<file path="src/rtl/fmul_pkg.sv">
// Shared constants and types for the fmul result retirement stage.
package fmul_pkg;
  localparam int STATUS_W = 5;
  localparam int ST_NV = 4;
  localparam int ST_DZ = 3;
  localparam int ST_OF = 2;
  localparam int ST_UF = 1;
  localparam int ST_NX = 0;

  typedef logic [STATUS_W-1:0] fmul_status_t;
endpackage

</file>
<file path="src/rtl/fmul_res_fifo.sv">
// Result FIFO: DEPTH entries of {res, status}. The head is read straight from storage.
module fmul_res_fifo
  import fmul_pkg::*;
#(
  parameter int W     = 32,
  parameter int DEPTH = 4,
  parameter int CNT_W = $clog2(DEPTH+1)
) (
  input  logic               clk,
  input  logic               rst,
  input  logic               push,
  input  logic [W-1:0]       push_res,
  input  fmul_status_t       push_status,
  input  logic               pop,
  output logic               out_valid,
  output logic [W-1:0]       out_res,
  output fmul_status_t       out_status,
  output logic [CNT_W-1:0]   count
);
  localparam int PTR_W = $clog2(DEPTH);

  typedef struct packed {
    logic [W-1:0] res;
    fmul_status_t status;
  } fmul_entry_t;

  fmul_entry_t      mem [DEPTH];
  logic [PTR_W-1:0] wptr, rptr;
  logic             full, wr, rd;

  assign full      = (count == CNT_W'(DEPTH));
  assign out_valid = (count != '0);
  // A push into a full FIFO is dropped rather than overwriting the head.
  assign wr        = push & ~full;
  assign rd        = pop & out_valid;
  assign out_res    = mem[rptr].res;
  assign out_status = mem[rptr].status;

  always_ff @(posedge clk) begin
    if (rst) begin
      for (int i = 0; i < DEPTH; i++) mem[i] <= '0;
      wptr  <= '0;
      rptr  <= '0;
      count <= '0;
    end else begin
      if (wr) begin
        mem[wptr] <= '{res: push_res, status: push_status};
        wptr      <= wptr + PTR_W'(1);
      end
      if (rd) rptr <= rptr + PTR_W'(1);
      case ({wr, rd})
        2'b10:   count <= count + CNT_W'(1);
        2'b01:   count <= count - CNT_W'(1);
        default: count <= count;
      endcase
    end
  end

  a_no_push_full: assert property (@(posedge clk) disable iff (rst) !(push && full));
endmodule

</file>
<file path="src/rtl/fmul_result_buf.sv">
// Retirement stage for mul_top: valid tracking, credit-based issue gating, result FIFO.
// FMUL_FFLAGS_ACC_EN enables the sticky exception flag accumulator.
module fmul_result_buf
  import fmul_pkg::*;
#(
  parameter int EXPO_W = 8,
  parameter int MANT_W = 23,
  parameter int LAT    = 3,
  parameter int DEPTH  = 4
) (
  input  logic                      clk,
  input  logic                      rst,
  input  logic                      issue_valid,
  output logic                      issue_ready,
  input  logic [EXPO_W+MANT_W:0]    mul_res,
  input  logic [STATUS_W-1:0]       mul_status,
  output logic                      out_valid,
  input  logic                      out_ready,
  output logic [EXPO_W+MANT_W:0]    out_res,
  output logic [STATUS_W-1:0]       out_status,
  output logic [STATUS_W-1:0]       fflags,
  input  logic                      fflags_clr
);
  localparam int W     = EXPO_W + MANT_W + 1;
  localparam int IF_W  = $clog2(LAT+1);
  localparam int CNT_W = $clog2(DEPTH+1);
  localparam int SUM_W = ((IF_W > CNT_W) ? IF_W : CNT_W) + 1;

  logic [LAT-1:0]   vld_pipe;
  logic [IF_W-1:0]  inflight;
  logic [CNT_W-1:0] count;
  logic             accept, arrive, pop;

  assign accept = issue_valid & issue_ready;
  assign arrive = vld_pipe[LAT-1];
  assign pop    = out_valid & out_ready;

  // Slots already committed (buffered or in the pipe) must leave room for every issue.
  assign issue_ready = (SUM_W'(count) + SUM_W'(inflight)) < SUM_W'(DEPTH);

  generate
    if (LAT == 1) begin : g_pipe1
      always_ff @(posedge clk) begin
        if (rst) vld_pipe <= '0;
        else     vld_pipe <= accept;
      end
    end else begin : g_pipeN
      always_ff @(posedge clk) begin
        if (rst) vld_pipe <= '0;
        else     vld_pipe <= {vld_pipe[LAT-2:0], accept};
      end
    end
  endgenerate

  always_ff @(posedge clk) begin
    if (rst) inflight <= '0;
    else begin
      case ({accept, arrive})
        2'b10:   inflight <= inflight + IF_W'(1);
        2'b01:   inflight <= inflight - IF_W'(1);
        default: inflight <= inflight;
      endcase
    end
  end

  fmul_res_fifo #(.W(W), .DEPTH(DEPTH), .CNT_W(CNT_W)) u_fifo (
    .clk         (clk),
    .rst         (rst),
    .push        (arrive),
    .push_res    (mul_res),
    .push_status (mul_status),
    .pop         (pop),
    .out_valid   (out_valid),
    .out_res     (out_res),
    .out_status  (out_status),
    .count       (count)
  );

`ifdef FMUL_FFLAGS_ACC_EN
  always_ff @(posedge clk) begin
    if (rst) fflags <= '0;
    else     fflags <= (fflags_clr ? '0 : fflags) | (pop ? out_status : '0);
  end
`else
  logic unused_fflags_clr;
  assign unused_fflags_clr = fflags_clr;
  assign fflags = '0;
`endif

  a_issue_credit: assert property (@(posedge clk) disable iff (rst) issue_valid |-> issue_ready);
endmodule
</file>
<file path="config.mk">
export PLATFORM = sky130hd
export DESIGN_NAME = fmul_result_buf
export DESIGN_NICKNAME = d
export VERILOG_FILES = /design/src/rtl/fmul_pkg.sv /design/src/rtl/fmul_res_fifo.sv /design/src/rtl/fmul_result_buf.sv
export SDC_FILE = /design/constraint.sdc
export NUM_CORES = 1
export LEC_CHECK = 0
export ABC_CLOCK_PERIOD_IN_PS = 10640
export CORE_UTILIZATION = 55
export CTS_CLUSTER_SIZE = 16
export DETAILED_ROUTE_END_ITERATION = 16
export PLACE_DENSITY = 0.88
export SETUP_SLACK_MARGIN = 0.15
export SLEW_MARGIN = 25
export SYNTH_ARGS = -nofsm -noshare
export SYNTH_HDL_FRONTEND = slang
export SYNTH_SLANG_ARGS = --single-unit
</file>
<file path="constraint.sdc">
create_clock -name clk -period 10.64 [get_ports clk]
set_clock_uncertainty 0.2 [all_clocks]
set_input_delay 2.128 -clock clk [delete_from_list [all_inputs] [get_ports clk]]
set_output_delay 2.128 -clock clk [all_outputs]
set_load 0.01 [all_outputs]
</file>
Word level (Yosys, flattened, before mapping)
Memories as Yosys holds them, arrays and structs flattened. A register that Yosys moved wholly into a read port is not among the register bits.
Cells that the tools add are included.
W data, S select, Z words.

word-level totals
  register bits = 12
  RAM bits = 148
  input port bits = 42
  output and inout port bits = 44
  logic and storage cells = 40
  memories = 1

cells by class
  $add $sub $neg = 7
  $lt $le $gt $ge = 1
  eq/ne operators = 5
  mux-type cells = 12
  bitwise gates (word level) = 5
  reduce and logical (&&, ||, !) cells = 4

memory list
  name        words  width  read ports  clocked after memory_dff  write ports  line                 RTL
  u_fifo.mem  4      37     1           1                         4            fmul_res_fifo.sv:27  fmul_entry_t mem [DEPTH];

operators with widths
  operator               number
  $mux W37               1
  $reduce_or A37 Y1      1
  $add A2 B1 Y2 const B  3
  $mux W1                6
  $mux W2                3
  $pmux W3 S2            1
  $add A3 B2 Y4          1
  $and A1 B1 Y1          4
  $eq A2 B1 Y1 const B   2
  $eq A2 B2 Y1 const B   2
  $lt A4 B3 Y1 const B   1
  $pmux W2 S2            1
  $reduce_bool A2 Y1     2
  $add A3 B1 Y3 const B  1
  $eq A3 B3 Y1 const B   1
  $reduce_bool A3 Y1     1
  $sub A3 B1 Y3 const B  1
  $sub A2 B1 Y2 const B  1
  $not A1 Y1             1

Longest topological paths before layout
  depth after elaboration = 8
  depth in mapped cells = 8
  depth with buffers taken out = 8

Hierarchy
From an unflattened synthesis, not the netlist that was laid out.

second synthesis, totals
  cell total of the unflattened synthesis = 432
  area total of the unflattened synthesis = 7109.3 um2

by module, submodules not included
  module           instances  cells each  area an instance (um2)  sequential area each (um2)
  fmul_res_fifo    1          407         6870.3                  4624.4
  fmul_result_buf  1          25          239.0                   100.1

Worst setup path before layout
OpenSTA, ideal clock, no wires.

  path kind = input-to-reg
  start = in rst
  end = mem u_fifo.mem[2][0] (netlist bit), enable pin
  arrival = 3895 ps
  required time = 9957 ps
  setup slack = 6063 ps
  cell stages on the path = 3
  buffers on the path = 1
  cell sequence = clkbuf_1 inv_1 o21ai_0

RTL lines
  item                line                   RTL
  start: declaration  fmul_result_buf.sv:12  input logic rst,
  end: declaration    fmul_res_fifo.sv:27

==> impl_metrics.tcl <==
set metrics [dict create \
    detailedRoute.firstPassIterationCount 5 \
    cts-root-to-sink-buffers 2 \
    slew-limit-headroom 0.330 \
    routed-via-count 3829 \
    synth.cell_area_um2 7050 \
    yosysWarnings 0 \
    ant_nets 0 \
    yosysSeqAreaShare 0.670 \
    drive_above_1_share 0.160 \
    worst_ir_drop_vdd_mv 0.101 \
    combPwrFrac 0.106 \
    clock_tree_from_tritoncts "built" \
    detail_route.drc_violations 0 \
    net-switching-power_mw 0.312 \
    globalplace.congestion 0.717 \
    intPower_mw 1.22 \
    drtIter0Drc 270 \
    worst_path_max_delay_cell "sky130_fd_sc_hd__mux4_2" \
    max-cap-violations 0 \
    core_area_um2 12300 \
    dp_hpwl_mm 7.60 \
    final.setup.tns_ps 0 \
    vias_in_the_first_global_route 4028 \
    setup_viol 0 \
    fin_worst_hold_slack_ps 246 \
    p_leak_nw 3.09 \
    start_util 0.575 \
    finalCriticalPeriod_ps 4820 \
    outcome "complete, no violations" \
    die-width_um 115 \
    pwr-share-seq 0.478 \
    post-cts-setup-buffers 0 \
    critical-path-max-stage-delay_ps 630 \
    cp_max_fo 37 \
    sw_frac_of_total 0.204 \
    boundaryPins 86 \
    ff2ff_setup_slack_ps 7750 \
    fmax_mhz 207 \
    synthesis.area_per_instance_um2 16.3 \
    drt-total-wl_mm 13.5 \
    clock_sinks 162 \
    layout_worst_path_cycle_share 0.453 \
    critPathBufInv 2 \
    pwr_density_cell_nw_per_um2 177 \
    synth_edf_count 148 \
    criticalPathCategory "reg2out" \
    worst_ep_required_time_ps 8310 \
    port_buffers 79 \
    timing.critical_path.from_type "flip-flop" \
    async_reset_ff_frac 0 \
    number_of_resized_instances_in_the_post_cts_repair_step 0 \
    via_per_inst 5.53 \
    pwr-share-clk 0.415 \
    clock_tree.htree_level_count 4 \
    report.final.hold_viol_count 0 \
    antenna_found_initial 0 \
    cts_root_buf "sky130_fd_sc_hd__clkbuf_16" \
    crit_path_capture_type "output port" \
    nNetsFinal 559 \
    syn_inst 432 \
    gr-total-overflow 0 \
    die_area_um2 13300 \
    grt_setup_unrepaired "no" \
    cp_cell_sequence "buf_4 -> mux4_2 -> clkdlybuf4s50_1" \
    die_h_um 115 \
    placementRows 40 \
    worst_path_dominant_cell_family "buffers and inverters" \
    cts_buffers 17 \
    gr-usage-all-layers 0.222 \
    synth-seq-cells 162 \
    timing_worst_slew_pin_value_ps 1000 \
    route.detailed.wl_per_inst_um 19.4 \
    cp.arrival_ps 2490 \
    clk_latency_ps 420 \
    largest_net_degree_at_the_start_of_global_routing 38 \
    hold_class "reg2reg" \
    area_growth_syn_to_layout_pct 22.5 \
    first_pass_grt_wire_length_mm 20.4 \
    synth_cell_type_count 32 \
    number_of_buffers_inserted_for_hold_repair_after_clock_tree_synthesis 0 \
    slew_violations 0 \
    postSynth.topFlopCell "sky130_fd_sc_hd__edfxtp_1" \
    reg_clk_slew_reported_paths_ps 60 \
    diodes 0 \
]
cell usage after synthesis, types with 2 or more instances:
| cell | number | area (um^2) |
|---|---|---|
| sky130_fd_sc_hd__and2_1 | 148 | 926 |
| sky130_fd_sc_hd__nor2b_1 | 3 | 18.8 |
| sky130_fd_sc_hd__nand2_1 | 3 | 11.3 |
| sky130_fd_sc_hd__xor2_1 | 4 | 35.0 |
| sky130_fd_sc_hd__buf_6 | 2 | 22.5 |
| sky130_fd_sc_hd__clkbuf_2 | 6 | 30.0 |
| sky130_fd_sc_hd__buf_4 | 5 | 37.5 |
| sky130_fd_sc_hd__buf_2 | 5 | 25.0 |
| sky130_fd_sc_hd__a21oi_1 | 4 | 20.0 |
| sky130_fd_sc_hd__o21ai_0 | 4 | 20.0 |
| sky130_fd_sc_hd__edfxtp_1 | 148 | 4440 |
| sky130_fd_sc_hd__clkbuf_1 | 10 | 37.5 |
| sky130_fd_sc_hd__nand2b_1 | 2 | 12.5 |
| sky130_fd_sc_hd__inv_1 | 6 | 22.5 |
| sky130_fd_sc_hd__nor2_1 | 9 | 33.8 |
| sky130_fd_sc_hd__nor4_4 | 2 | 42.5 |
| sky130_fd_sc_hd__mux4_2 | 37 | 833 |
| sky130_fd_sc_hd__xnor2_1 | 2 | 17.5 |
| sky130_fd_sc_hd__dfxtp_1 | 14 | 280 |
| sky130_fd_sc_hd__or3_1 | 4 | 25.0 |
| sky130_fd_sc_hd__ha_1 | 3 | 37.5 |
worst register-to-register path: cells and delay by family (launching register included):
family | cells | cell delay (ps)
AO/OA/AOI/OAI | 1 | 140
adder cells (fa/ha/maj) | 2 | 600
XOR/XNOR | 1 | 160
buffers and inverters | 1 | 60
flip-flops | 1 | 430
AND/OR/NAND/NOR | 3 | 1220
area by class of cell:
cell class | instances | area (um^2)
multi-input combinational | 240 | 2210
inverter | 6 | 22.5
clock inverter | 14 | 194
clock buffer | 17 | 425
timing repair buffer | 86 | 843
sequential | 162 | 4730
tap | 168 | 210
fill | 787 | 3620
registers in the layout, indices dropped and copies added, names as in the netlist, named ones only:
name          flops
u_fifo.wptr       2
u_fifo.rptr       2
u_fifo.count      3
vld_pipe          3
inflight          2
u_fifo.mem      148
placed cells by master, fill, tap and decap left out, drive strengths merged:
| cell type | n |
|---|---|
| o31ai | 1 |
| mux4 | 37 |
| edfxtp | 148 |
| o311ai | 1 |
| nand2b | 2 |
| clkinvlp | 1 |
| and2 | 148 |
| fa | 1 |
| clkinv | 8 |
| nor4b | 1 |
| nor4 | 2 |
| inv | 6 |
| nor3 | 1 |
| xnor2 | 2 |
| a311oi | 1 |
| xor2 | 4 |
| buf | 7 |
| or2 | 1 |
| clkbuf | 17 |
| nor2b | 3 |
| dfxtp | 14 |
| conb | 5 |
| o21ai | 4 |
| bufinv | 5 |
| ha | 3 |
| nor2 | 9 |
| nand2 | 3 |
| mux2 | 1 |
| a21oi | 4 |
| clkdlybuf4s50 | 79 |
| nor3b | 1 |
| or3 | 4 |
| o31a | 1 |
stage by stage:
stage	instances	worst slack (ps)	power [mW]	utilization	cell area, um^2
2_1_floorplan	436	6060	0.833	-	7070
3_3_place_gp	662	5680	0.906	0.653	8010
3_5_place_dp	662	5640	0.911	0.653	8010
4_1_cts	693	5750	1.54	0.704	8630
5_1_grt	693	5690	1.58	0.704	8640
6_report	693	5820	1.53	0.704	8640
final timing paths:
check,from,endpoint,depth (start not counted)
worst max-delay path,flip-flop,out_status[4],3
worst min-delay path,vld_pipe[0],vld_pipe[1],1
worst max register to register,u_fifo.count[2],u_fifo.count[2],8
worst min register to register,vld_pipe[0],vld_pipe[1],1
cell families after synthesis:
group / after synthesis / share of synthesized area
fa+ha+maj: 4 / 0.00816
xor+xnor: 6 / 0.00745
simple gates: 175 / 0.159
compound gates: 12 / 0.0105
flops: 162 / 0.670
buf+inv: 34 / 0.0248
other cells: 1 / 0.000532
mux: 38 / 0.120
power groups by stage:
stage	clock [mW]	combinational, mW	sequential (mW)
after floorplan	0	0.0920	0.741
after global placement	0	0.163	0.743
after detailed placement	0	0.165	0.746
after CTS	0.644	0.166	0.733
after global routing	0.669	0.175	0.735
final	0.636	0.163	0.733
per-layer routing:
metal / GRT usage / wire length [um] / vias to the layer above / part of all wire
met3: 0.0622 / 747 / 22 / 0.055
met1: 0.251 / 5180 / 1925 / 0.38
met2: 0.388 / 7270 / 142 / 0.54
met5: 0 / 0 / - / 0
li1: - / - / 1740 / -
met4: 0.108 / 271 / 0 / 0.020
(Power assumes the default switching activity.)
